[src/rtl/aes_spi_pkg.sv]
// Shared types and constants for the AES SPI master: FSM states, mode encodings,
// message width and the key-width helper.
package aes_spi_pkg;

    typedef enum logic [2:0] {
        IDLE   = 3'd0,
        LOAD   = 3'd1,
        SETTLE = 3'd2,
        READ   = 3'd3,
        DONE   = 3'd4
    } state_e;

    localparam logic MODE_ENCR = 1'b0;
    localparam logic MODE_DECR = 1'b1;
    localparam int   MSG_BITS  = 128;

    function automatic int key_bits(input int nk);
        return nk * 32;
    endfunction

endpackage

[src/rtl/aes_spi_master_spi_shift_reg.sv]
// Parallel-load, LSB-first right shifter with a registered serial output.
// The serial output drops to 0 in any cycle that neither loads nor shifts.
module spi_shift_reg #(
    parameter int W = 8
) (
    input  logic         clk,
    input  logic         rst_n,
    input  logic         load,
    input  logic         shift,
    input  logic [W-1:0] din,
    output logic         sout
);

    logic [W-1:0] data_q, data_d;
    logic         sout_q, sout_d;

    // sout_q always holds the bit currently on the wire; data_q holds the ones still to go
    always_comb begin
        data_d = data_q;
        sout_d = 1'b0;
        if (load) begin
            sout_d = din[0];
            data_d = {1'b0, din[W-1:1]};
        end else if (shift) begin
            sout_d = data_q[0];
            data_d = {1'b0, data_q[W-1:1]};
        end
    end

    always_ff @(posedge clk or negedge rst_n) begin
        if (!rst_n) begin
            data_q <= '0;
            sout_q <= 1'b0;
        end else begin
            data_q <= data_d;
            sout_q <= sout_d;
        end
    end

    assign sout = sout_q;

endmodule

[src/rtl/aes_spi_master.sv]
// Host-side SPI master for the AES slave: shifts message then key out LSB-first,
// waits for the core to settle, then reads the 128-bit result back.
module aes_spi_master
    import aes_spi_pkg::*;
#(
    parameter int NK     = 4,
    parameter int NR     = 10,
    parameter int SETTLE = 4
) (
    input  logic                clk,
    input  logic                rst_n,
    input  logic                start,
    input  logic                abort,
    input  logic [127:0]        msg_in,
    input  logic [NK*32-1:0]    key_in,
    output logic                busy,
    output logic                done,
    output logic [127:0]        result,
    output logic                SIMO,
    output logic                CSS,
    output logic                mode,
    input  logic                SOMI
);

    localparam int KEY_W = key_bits(NK);
    localparam int L     = MSG_BITS + KEY_W;
    localparam int CNT_W = $clog2(L + 1);

    if (NK != 4 && NK != 6 && NK != 8) begin : g_bad_nk
        $error("aes_spi_master: NK=%0d unsupported, must be 4, 6 or 8", NK);
    end
    if (NR != NK + 6) begin : g_bad_nr
        $error("aes_spi_master: NR=%0d inconsistent with NK=%0d", NR, NK);
    end
    if (SETTLE < 1 || SETTLE > L) begin : g_bad_settle
        $error("aes_spi_master: SETTLE=%0d out of range", SETTLE);
    end

    state_e                 state_q, state_d;
    logic [CNT_W-1:0]       cnt_q, cnt_d;
    logic [MSG_BITS-1:0]    rx_q, rx_d;
    logic [MSG_BITS-1:0]    result_q, result_d;
    logic                   css_q, css_d;
    logic                   mode_q, mode_d;
    logic                   busy_q, busy_d;
    logic                   done_q, done_d;
    logic                   load, shift;

    always_comb begin
        state_d  = state_q;
        cnt_d    = cnt_q;
        rx_d     = rx_q;
        result_d = result_q;
        load     = 1'b0;
        shift    = 1'b0;
        case (state_q)
            IDLE: begin
                if (start) begin
                    state_d = LOAD;
                    cnt_d   = '0;
                    load    = 1'b1;
                end
            end
            LOAD: begin
                if (cnt_q == CNT_W'(L - 1)) begin
                    state_d = aes_spi_pkg::SETTLE;
                    cnt_d   = '0;
                end else begin
                    cnt_d = cnt_q + CNT_W'(1);
                    shift = 1'b1;
                end
            end
            aes_spi_pkg::SETTLE: begin
                if (cnt_q == CNT_W'(SETTLE - 1)) begin
                    state_d = READ;
                    cnt_d   = '0;
                end else begin
                    cnt_d = cnt_q + CNT_W'(1);
                end
            end
            READ: begin
                // Slave lags one cycle, so cycle 0 carries no data
                if (cnt_q != '0) begin
                    rx_d = {SOMI, rx_q[MSG_BITS-1:1]};
                end
                if (cnt_q == CNT_W'(MSG_BITS)) begin
                    state_d  = DONE;
                    cnt_d    = '0;
                    result_d = rx_d;
                end else begin
                    cnt_d = cnt_q + CNT_W'(1);
                end
            end
            DONE: begin
                state_d = IDLE;
            end
            default: begin
                state_d = IDLE;
                cnt_d   = '0;
            end
        endcase
        if (abort) begin
            state_d  = IDLE;
            cnt_d    = '0;
            load     = 1'b0;
            shift    = 1'b0;
            result_d = result_q;
        end
    end

    // Outputs are registered from the next state so they line up with state_q
    always_comb begin
        css_d  = !(state_d == LOAD || state_d == READ);
        mode_d = (state_d == READ) ? MODE_DECR : MODE_ENCR;
        busy_d = (state_d != IDLE);
        done_d = (state_d == DONE);
    end

    always_ff @(posedge clk or negedge rst_n) begin
        if (!rst_n) begin
            state_q  <= IDLE;
            cnt_q    <= '0;
            rx_q     <= '0;
            result_q <= '0;
            css_q    <= 1'b1;
            mode_q   <= MODE_ENCR;
            busy_q   <= 1'b0;
            done_q   <= 1'b0;
        end else begin
            state_q  <= state_d;
            cnt_q    <= cnt_d;
            rx_q     <= rx_d;
            result_q <= result_d;
            css_q    <= css_d;
            mode_q   <= mode_d;
            busy_q   <= busy_d;
            done_q   <= done_d;
        end
    end

    spi_shift_reg #(
        .W(L)
    ) u_tx (
        .clk   (clk),
        .rst_n (rst_n),
        .load  (load),
        .shift (shift),
        .din   ({key_in, msg_in}),
        .sout  (SIMO)
    );

    assign CSS    = css_q;
    assign mode   = mode_q;
    assign busy   = busy_q;
    assign done   = done_q;
    assign result = result_q;

endmodule

[config.mk]
export PLATFORM = sky130hd
export DESIGN_NAME = aes_spi_master
export DESIGN_NICKNAME = d
export VERILOG_FILES = /design/src/rtl/aes_spi_pkg.sv /design/src/rtl/aes_spi_master_spi_shift_reg.sv /design/src/rtl/aes_spi_master.sv
export SDC_FILE = /design/constraint.sdc
export NUM_CORES = 1
export LEC_CHECK = 0
export BUFFER_PORTS_ARGS = -buffer_cell sky130_fd_sc_hd__buf_4
export CORE_UTILIZATION = 33
export CTS_BUF_LIST = sky130_fd_sc_hd__clkbuf_2 sky130_fd_sc_hd__clkbuf_4 sky130_fd_sc_hd__clkbuf_8
export CTS_CLUSTER_SIZE = 10
export DETAILED_ROUTE_END_ITERATION = 10
export REMOVE_ABC_BUFFERS = 1
export SLEW_MARGIN = 25
export SYNTH_ARGS = -nofsm -noshare
export SYNTH_HDL_FRONTEND = slang
export SYNTH_HIERARCHICAL = 1
export SYNTH_SLANG_ARGS = --single-unit
[constraint.sdc]
create_clock -name clk -period 2.45 [get_ports clk]
set_input_delay 0.49 -clock clk [delete_from_list [all_inputs] [get_ports clk]]
set_output_delay 0.49 -clock clk [all_outputs]
set_load 0.02 [all_outputs]
==> impl_metrics.ini, run 1 <==
[yosys]
synth_seq_area_share = 0.563
synthXorXnorAreaFrac = 0
synth_cell_types = 44
yosys_warnings = 6
syn_area_um2 = 23500
synth_top_area_frac = 0.562
ys_seq_elements = 528
synthTopCellsByCount = dfrtp_1, nand2_1, mux2i_1
yosysTopAreaCell = dfrtp_1
synth_most_common_cell = dfrtp_1
synth.area.mux_share = 0.226
avgSynthCellArea_um2 = 11.5
syn_inst = 2039
ys_async_sr_fraction = 1.00
synth-adder-area-share = 0.00213
synth_area_leaders = dfrtp_1, mux2i_1, nand2_1
synth_simple_gate_area_share = 0.0736
synth_top_family_by_area = multiplexers
synth-edff-count = 0
synth_flop_cell = dfrtp_1
synth_compound_area_frac = 0.0888

[power_and_ir_drop]
comb_power_share = 0.141
seqPwrFrac = 0.470
power_switching_w = 0.00586
swShare = 0.264
clkPwrFrac = 0.389
p_int_w = 0.0164
p_per_area_nw_per_um2 = 678
vdd_drop_max_mv = 0.322
leakage_nw = 14.7

[routing]
drtIter0Drc = 1070
vias = 17800
wl_per_cell_um = 17.0
viasPerCell = 4.78
drc = 0
firstDrtPassIters = 5
drtAntennaViolNets = 0
routed_wirelength_mm = 63.3

[floorplan]
num_rows = 97
die_h_um = 269
core_area_um2 = 70300
start_util = 0.334
die-area_um2 = 72200
io_pins = 394
die_x_um = 269

[cts]
cts_sinks = 528
ctsRootBufferMaster = clkbuf_8
clkTransAtPathRegs_ps = 60
tritoncts = done
clk_latency_ps = 690
clk_path_buf_depth = 3
numCtsBuffers = 93
htree_levels = 3

[worst_hold_path]
hold_path.class = in2reg

[worst_setup_path]
cp_cell_sequence = ha_2 > and3_4 > and3_4 > nand3_4 > inv_2 > ha_4 > nor4b_4 > buf_6 > buf_4 > buf_16 > buf_12 > buf_16 > mux2i_1 > o21ai_1
crit_required_ps = 2980
end_kind = register
critical-path-max-stage-delay_ps = 390
crit_arrival_ps = 3120
cp_slowest_cell = dfrtp_1
path_buf_inv = 6
path_class = reg2reg
crit_path_start_kind = register
cp_top_family = buffers and inverters
crit_fanout = 7

[timing]
hold_slack_ps = 75.3
worstMarginPinSlew_ps = 610
final.setup.worst_slack_ps = -138
setup_viol = 194
fin_crit_sh = 1.06
fin_skew_ps = 47.7
finalSetupTns_ps = -11150
rsz0062_at_grt = true
final-hold-violation-count = 0
slew_viol_final = 0
fin_crit_ps = 2590
clock.fmax_mhz = 386
maxSlewHeadroom = 0.594

[finish]
nNetsFinal = 2979
diodes = 0
fin_area_um2 = 32800
multiInputGateArea_um2 = 9350
areaGrowthSynthToFinish_pct = 39.6
drive_above_1_share = 0.307
seq_area_um2 = 13200
fillCellCount = 6329

[run_status]
violations = negative setup slack
status = complete, but fails checks

[global_routing]
grt_use_total = 0.169
antenna_found_initial = 2
overflow = 0
grt_max_degree = 98
grt_pass1_vias = 18300
grt_pass1_wl_mm = 97.1

[placed_design]
dp_slack_ps = -262
port_buffers = 393
dp_hpwl_mm = 39.3
placed_area_um2 = 27600
globalplace.congestion = 0.833

[flow_run]
cap_violations = 0
-- stage by stage --
stage,util,instances,total power [W]
2_1_floorplan,-,1892,0.0127
3_3_place_gp,0.392,3308,0.0130
3_5_place_dp,0.392,3308,0.0131
4_1_cts,0.461,3702,0.0224
5_1_grt,0.467,3721,0.0234
6_report,0.467,3721,0.0222
-- cell usage in the layout, fill, tap and decap left out, drive strengths merged, types with 2 or more instances in the layout --
| cell type | count |
|---|---|
| clkbuf | 147 |
| inv | 15 |
| nor2 | 6 |
| clkinv | 14 |
| nor2b | 2 |
| ha | 4 |
| o311ai | 2 |
| nor4b | 3 |
| buf | 519 |
| nand2b | 3 |
| bufinv | 3 |
| mux2 | 129 |
| dfrtp | 527 |
| nor4 | 3 |
| clkinvlp | 2 |
| and3 | 4 |
| o21ai | 392 |
| dlygate4sd3 | 200 |
| nand2 | 388 |
| mux2i | 385 |
| nor3 | 6 |
| nand3 | 6 |
| a21oi | 3 |
| a311oi | 2 |
| nand4 | 2 |
-- sequential cells by signal (all words and copies together), names as in the netlist --
signal and flops:
u_tx/data_q 255, result 128, rx_q 128, cnt_q 9
state_q 3, CSS 1, busy 1, done 1
mode 1, u_tx/sout 1
-- routing by layer --
metal	vias to the layer above	GRT usage	wire (um)
met5	-	0	18
met4	4	0.0588	1480
met3	105	0.0476	4410
met2	522	0.268	29200
met1	8715	0.220	28100
li1	8442	-	-
-- worst min-delay path: cells and delay by family --
| family | cells | cell delay [ps] |
|---|---|---|
| and+or+nand+nor | 1 | 50 |
| buffers and inverters | 1 | 80 |
| AOI/OAI and AO/OA | 1 | 60 |
-- timing repair --
item / in CTS / in global routing
gates cloned: 14 / 9
setup endpoints to repair: 255 / 321
hold endpoints to repair: 226 / 0
pin swaps: 6 / 15
hold buffers: 200 / 0
resized for setup: 63 / 52
setup buffers: 19 / 19
-- cells by family (layout without fill, tap and decap cells) --
kind of cell               count (synthesis)  in the layout
adders and majority gates                  4              4
DFF                                      528            528
and+or+nand+nor                          428            428
AOI/OAI and AO/OA                        407            407
buffers and inverters                    158            900
muxes                                    514            514
-- power groups by stage --
| stage | sequential, W | clock, W | combinational, W |
|---|---|---|---|
| floorplan | 0.0103 | 0 | 0.00240 |
| global placement | 0.0105 | 0 | 0.00246 |
| detailed placement | 0.0105 | 0 | 0.00258 |
| CTS | 0.0104 | 0.00897 | 0.00304 |
| global route | 0.0105 | 0.00939 | 0.00344 |
| finish | 0.0104 | 0.00864 | 0.00314 |
-- final cells by class --
cell class                      instances  area share
Clock buffer                          139      0.0532
Clock inverter                         23     0.00729
Inverter                               11     0.00126
Multi-Input combinational cell       1353       0.285
Sequential cell                       528       0.403
Tap cell                              940      0.0359
Timing Repair Buffer                  727       0.214
-- path summary, 6_finish.rpt --
path	to	cells after the start	slack, ps	from
max	u_tx/data_q[61]	14	-140	cnt_q[1]
min	u_tx/data_q[33]	3	80	msg_in[34]
max reg2reg	u_tx/data_q[61]	14	-140	cnt_q[1]
min reg2reg	result[41]	2	480	result[41]
max in group asynchronous	u_tx/data_q[33]	3	1140	rst_n
min in group asynchronous	u_tx/data_q[129]	2	380	rst_n
Note: power is estimated with default switching activity, not from simulation.
==> inputs of run 2 (changes only) <==
--- a/config.mk
+++ b/config.mk
@@ -5,12 +5,12 @@
 export SDC_FILE = /design/constraint.sdc
 export NUM_CORES = 1
 export LEC_CHECK = 0
+export ABC_AREA = 1
 export BUFFER_PORTS_ARGS = -buffer_cell sky130_fd_sc_hd__buf_4
 export CORE_UTILIZATION = 33
 export CTS_BUF_LIST = sky130_fd_sc_hd__clkbuf_2 sky130_fd_sc_hd__clkbuf_4 sky130_fd_sc_hd__clkbuf_8
 export CTS_CLUSTER_SIZE = 10
 export DETAILED_ROUTE_END_ITERATION = 10
-export REMOVE_ABC_BUFFERS = 1
 export SLEW_MARGIN = 25
 export SYNTH_ARGS = -nofsm -noshare
 export SYNTH_HDL_FRONTEND = slang
==> run 2 against run 1 <==
  * The flow now finishes without violations
  * Flip-flop and latch count is the same
  * Worst setup slack gained 290 ps
  * Utilization shrank 1.6 points
  * Non-clock buffer count shrank 45
  * Worst hold slack lost 4.6 ps
  * Via count grew 17%
  * Clock skew is essentially flat
  * Power shrank 3.7%
  * Routed wire length grew 1.6%
  * Fmax grew 13%
  * Clock power grew 1%
==> impl_metrics.ini, run 2 <==
[global_routing]
grt_use_total = 0.174
grt_max_degree = 110
overflow = 0
grt_pass1_wl_mm = 102
grt_pass1_vias = 20000
antenna_found_initial = 2

[power_and_ir_drop]
leakage_nw = 15.7
p_total_w = 0.0214
p_per_area_nw_per_um2 = 678
vdd_drop_max_mv = 0.357

[floorplan]
num_rows = 97
core_area_um2 = 70000
io_pins = 394
die_h_um = 268
die-area_um2 = 71800
die_x_um = 268
start_util = 0.333

[yosys]
synth_area_leaders = dfrtp_1, nand2_1, nand3_1
synth_top_family_by_area = simple AND/OR/NAND/NOR gates
synth-edff-count = 0
synth_compound_area_frac = 0.0784
yosys_warnings = 6
synth_seq_area_share = 0.566
synthTopCellsByCount = nand2_1, dfrtp_1, nand3_1
synthesis.nets = 3073
synth-adder-area-share = 0.00214
yosysTopAreaCell = dfrtp_1
ys_seq_elements = 528
synth_flop_cell = dfrtp_1
synth_most_common_cell = nand2_1
ys_async_sr_fraction = 1.00
syn_area_um2 = 23300
synth_simple_gate_area_share = 0.281
synth.area.mux_share = 0
synth_top_area_frac = 0.565
synthXorXnorAreaFrac = 0.000375
avgSynthCellArea_um2 = 8.31
syn_inst = 2808
synth_cell_types = 29

[worst_setup_path]
r2r_cells = 16
path_class = reg2reg
crit_required_ps = 3040
crit_fanout = 13
end_kind = register
crit_arrival_ps = 2890
crit_path_start_kind = register
rrSetupSlack_ps = 150

[cts]
htree_levels = 3
clk_latency_ps = 690
cts_sinks = 528
clk_path_buf_depth = 3
numCtsBuffers = 95
tritoncts = done
clkTransAtPathRegs_ps = 60
ctsRootBufferMaster = clkbuf_8

[timing]
setup_viol = 0
finalSetupTns_ps = 0
maxSlewHeadroom = 0.657
clock.fmax_mhz = 435
fin_crit_ps = 2300
final-hold-violation-count = 0
fin_crit_sh = 0.937
fin_skew_ps = 47.7
worstMarginPinSlew_ps = 514
slew_viol_final = 0

[finish]
fin_area_um2 = 31600
finalNonFillerCells = 4402
final_common_cell = nand2_1
nNetsFinal = 3656
fillCellCount = 6881
seq_area_um2 = 13200
mostFrequentLayoutCells = nand2_1, dfrtp_1, nand3_1
regMostFlops = u_tx/data_q
drive_above_1_share = 0.195
largest_reg_flops = 255
areaGrowthSynthToFinish_pct = 35.3
multiInputGateArea_um2 = 8480

[routing]
drtAntennaViolNets = 0
drtIter0Drc = 1437
routed_wirelength_mm = 64.3
vias = 20700
firstDrtPassIters = 5
wl_per_cell_um = 14.6
viasPerCell = 4.71
drc = 0

[worst_hold_path]
whs_path_depth = 3
hold_path.class = in2reg

[placed_design]
dp_hpwl_mm = 41.0
placed_area_um2 = 27400
port_buffers = 393
globalplace.congestion = 0.810
dp.cells = 4030

[flow_run]
cap_violations = 0

[run_status]
status = finished clean
==> run 2: changes by cell type after synthesis, moves of 94 or more <==
| cell | change |
|---|---|
| nand3_1 | +517 |
| a21oi_1 | +94 |
| mux2i_1 | -385 |
| nand2_1 | +531 |
| inv_1 | +140 |
| mux2_2 | -129 |
| o21ai_1 | -172 |
| nor2_1 | +101 |
==> run 2: metal layers <==
metal / GRT usage / vias to the layer above / share of wire
li1: - / 10300 / -
met1: 0.232 / 9707 / 0.45
met2: 0.276 / 593 / 0.46
met3: 0.0452 / 129 / 0.064
met4: 0.0550 / 0 / 0.028
met5: 0 / - / 0
==> run 2: final timing paths <==
path,from,endpoint
min in group asynchronous,rst_n,u_tx/data_q[85]
max reg2reg,cnt_q[1],u_tx/data_q[66]
max,cnt_q[1],u_tx/data_q[66]
max in group asynchronous,rst_n,u_tx/data_q[7]
min,key_in[80],u_tx/data_q[207]
min reg2reg,result[120],result[120]
==> run 2: final cells by class <==
cell class / count / area share
clock inverters: 15 / 0.00579
flip-flops and latches: 528 / 0.419
diodes: 3 / 0.000238
clock buffers: 150 / 0.0579
multi-input cells: 1929 / 0.269
well taps: 940 / 0.0373
repair buffers: 682 / 0.193
inverters: 155 / 0.0186
==> run 2: where the power goes <==
part | leakage (nW) | switching (W) | internal, W
combinational | 7.59 | 0.00133 | 0.00119
sequential | 7.00 | 0.000503 | 0.00963
clock | 1.07 | 0.00379 | 0.00496
==> run 2: worst max-delay path, stage by stage, from the launching register on <==
cell and delay (ps):
dfrtp_1 370, ha_2 200, nand2_1 80, inv_2 80, nand3_1 100, inv_1 70, ha_2 190, inv_2 50
nand2_2 100, nor2_4 40, buf_12 130, nor2_4 180, buf_12 170, buf_4 150, clkbuf_16 160, nand2_1 50
nand3_1 60
==> run 2: metrics by stage <==
| stage | hold WS (ps) | setup slack (ps) | util |
|---|---|---|---|
| floorplan | 194 | 319 | - |
| global placement | 431 | 155 | 0.392 |
| detailed placement | 427 | 88.5 | 0.392 |
| CTS | 0.0966 | 51.9 | 0.448 |
| global route | 18.9 | -5.64 | 0.451 |
| finish | 70.7 | 153 | 0.451 |
==> run 2: logic make-up (layout without fill, tap and decap cells) <==
group | count (synthesis) | count (layout)
and+or+nand+nor | 1560 | 1560
DFF | 528 | 528
AOI/OAI and AO/OA | 364 | 364
buffers and inverters | 351 | 1002
adders and majority gates | 4 | 4
xor gates and xnor gates | 1 | 1
other | 0 | 3
==> run 2: what timing repair did <==
action                                  in CTS  in global routing
buffers inserted                             0                 11
gates resized for setup                      0                 13
hold buffers                               189                  0
endpoints found under the hold margin      217                  0
endpoints found under the setup margin       0                242
==> inputs of run 3 (changes only) <==
--- a/config.mk
+++ b/config.mk
@@ -7,6 +7,8 @@
 export LEC_CHECK = 0
 export ABC_AREA = 1
 export BUFFER_PORTS_ARGS = -buffer_cell sky130_fd_sc_hd__buf_4
+export CORE_ASPECT_RATIO = 1.2
+export CORE_MARGIN = 10
 export CORE_UTILIZATION = 33
 export CTS_BUF_LIST = sky130_fd_sc_hd__clkbuf_2 sky130_fd_sc_hd__clkbuf_4 sky130_fd_sc_hd__clkbuf_8
 export CTS_CLUSTER_SIZE = 10
==> run 3 against run 2 <==
  * Final area shrank 1.6%
  * Utilization shrank 0.65 points
  * Clock power shrank 7.1%
  * Worst setup slack gained 8.5 ps
  * Global-route usage shrank 0.98 points
  * Flip-flop and latch count is the same
  * Via count shrank 0.69%
  * Die area grew 14%
  * Non-clock buffer count shrank 33
  * Combinational power shrank 2%
==> impl_metrics.ini, run 3 (same netlist as run 2, synthesis figures left out) <==
[finish]
multiInputGateArea_um2 = 8480
mostFrequentLayoutCells = nand2_1, dfrtp_1, nand3_1
fillCellCount = 6823
final_common_cell = nand2_1
regMostFlops = u_tx/data_q
areaGrowthSynthToFinish_pct = 33.1
largest_reg_flops = 255
nNetsFinal = 3620
seq_area_um2 = 13200
drive_above_1_share = 0.189

[timing]
final-hold-violation-count = 0
fin_crit_sh = 0.934
maxSlewHeadroom = 0.629
setup_viol = 0
slew_viol_final = 0
worstMarginPinSlew_ps = 551
fin_crit_ps = 2290
hold_slack_ps = 81.9
fin_skew_ps = 45.8
clock.fmax_mhz = 437
final.setup.worst_slack_ps = 162

[power_and_ir_drop]
leakage_nw = 15.4
vdd_drop_max_mv = 0.364
p_per_area_nw_per_um2 = 667

[worst_setup_path]
end_kind = register
rrSetupSlack_ps = 160
cp_cell_sequence = ha_2 > nand2_1 > inv_1 > nand3_1 > inv_1 > ha_1 > inv_1 > nand2_2 > nor2_4 > nor2_4 > buf_12 > buf_12 > buf_12 > nand2_1 > nand3_1
critical-path-max-stage-delay_ps = 400
cp_slowest_cell = dfrtp_1
crit_fanout = 26
r2r_cells = 15
crit_arrival_ps = 2800
path_buf_inv = 6
crit_required_ps = 2960
cp_top_family = simple AND/OR/NAND/NOR gates
r2r_start = cnt_q[1]
path_class = reg2reg
reg2reg_to = u_tx/data_q[44]
crit_path_start_kind = register

[routing]
firstDrtPassIters = 5
drtAntennaViolNets = 0
viasPerCell = 4.74
drc = 0
wl_per_cell_um = 15.8
drtIter0Drc = 1522
vias = 20600
routed_wirelength_mm = 68.7

[global_routing]
grt_max_degree = 120
grt_pass1_vias = 20700
overflow = 0
grt_pass1_wl_mm = 112
antenna_found_initial = 10
grt_use_total = 0.164

[placed_design]
dp_hpwl_mm = 45.7
dp_slack_ps = 126
globalplace.congestion = 0.819
port_buffers = 393

[floorplan]
die_x_um = 263
die-area_um2 = 81800
core_area_um2 = 69900
num_rows = 106
io_pins = 394
die_h_um = 311
start_util = 0.334

[worst_hold_path]
hold_path.class = in2reg
hp-start = msg_in[51]
hold_end = u_tx/data_q[50]
whs_path_depth = 3

[cts]
tritoncts = done
clk_path_buf_depth = 3
cts_sinks = 528
numCtsBuffers = 92
clkTransAtPathRegs_ps = 60
ctsRootBufferMaster = clkbuf_8
htree_levels = 3
clk_latency_ps = 680

[flow_run]
cap_violations = 0

[run_status]
status = finished clean
[run 3: changes by cell type in the layout (fill, tap and decap cells not counted), sizes merged]
cell         previous run  this run
buf                   489       476
clkbuf                154       130
clkinv                  9        19
clkinvlp                1         3
diode                   3         8
dlygate4sd3           189       172
inv                   158       155
[run 3: layout make-up]
type | count | area share
Sequential cell | 528 | 0.425
Clock inverter | 24 | 0.00677
Antenna cell | 8 | 0.000645
Timing Repair Buffer | 649 | 0.186
Clock buffer | 129 | 0.0517
Tap cell | 918 | 0.0370
Inverter | 155 | 0.0189
Multi-Input combinational cell | 1929 | 0.273
[run 3: metal layers]
| layer | up-vias | part of all wire | global-route usage |
|---|---|---|---|
| li1 | 10200 | - | - |
| met1 | 9657 | 0.44 | 0.215 |
| met2 | 583 | 0.45 | 0.254 |
| met3 | 140 | 0.073 | 0.0448 |
| met4 | 4 | 0.030 | 0.0642 |
| met5 | - | 0.00047 | 0 |
[run 3: stage by stage]
| stage | util | total power, W | setup TNS [ps] | instance area, um^2 | instances |
|---|---|---|---|---|---|
| after CTS | 0.443 | 0.0210 | 0 | 31000 | 4329 |
| final | 0.444 | 0.0207 | 0 | 31100 | 4340 |
| after floorplan | - | 0.0114 | 0 | 23300 | 2808 |
| after detailed placement | 0.393 | 0.0125 | 0 | 27500 | 4004 |
| after global placement | 0.393 | 0.0125 | 0 | 27500 | 4004 |
| after global routing | 0.444 | 0.0218 | -6.87 | 31100 | 4340 |
[run 3: worst reg2reg max path: stages (launching register included)]
cell     delay [ps]
dfrtp_1         400
ha_2            190
nand2_1          80
inv_1            50
nand3_1         100
inv_1            50
ha_1            200
inv_1            90
nand2_2          70
nor2_4          220
nor2_4          110
buf_12          170
buf_12          160
buf_12          140
nand2_1          50
nand3_1          70
[run 3: timing repair]
item	CTS	global route
setup endpoints to repair	0	66
setup buffers	0	2
hold endpoints to repair	198	0
hold buffers	172	0
resized for setup	0	2
[run 3: worst max path at each step]
stage,startpoint,to,slack [ps],cells past startpoint
after floorplan,cnt_q[0],u_tx/data_q[100],320,14
after global placement,cnt_q[0],u_tx/data_q[42],170,15
after detailed placement,cnt_q[1],u_tx/data_q[44],130,15
after CTS,cnt_q[1],u_tx/data_q[44],80,15
after global routing,cnt_q[1],u_tx/data_q[44],-7,15
final,cnt_q[1],u_tx/data_q[44],160,15
[run 3: where the power goes]
part | internal (W) | total (W) | leakage, nW | switching (W)
combinational | 0.00114 | 0.00246 | 7.43 | 0.00131
clock | 0.00444 | 0.00813 | 0.969 | 0.00370
sequential | 0.00963 | 0.0101 | 7.00 | 0.000510
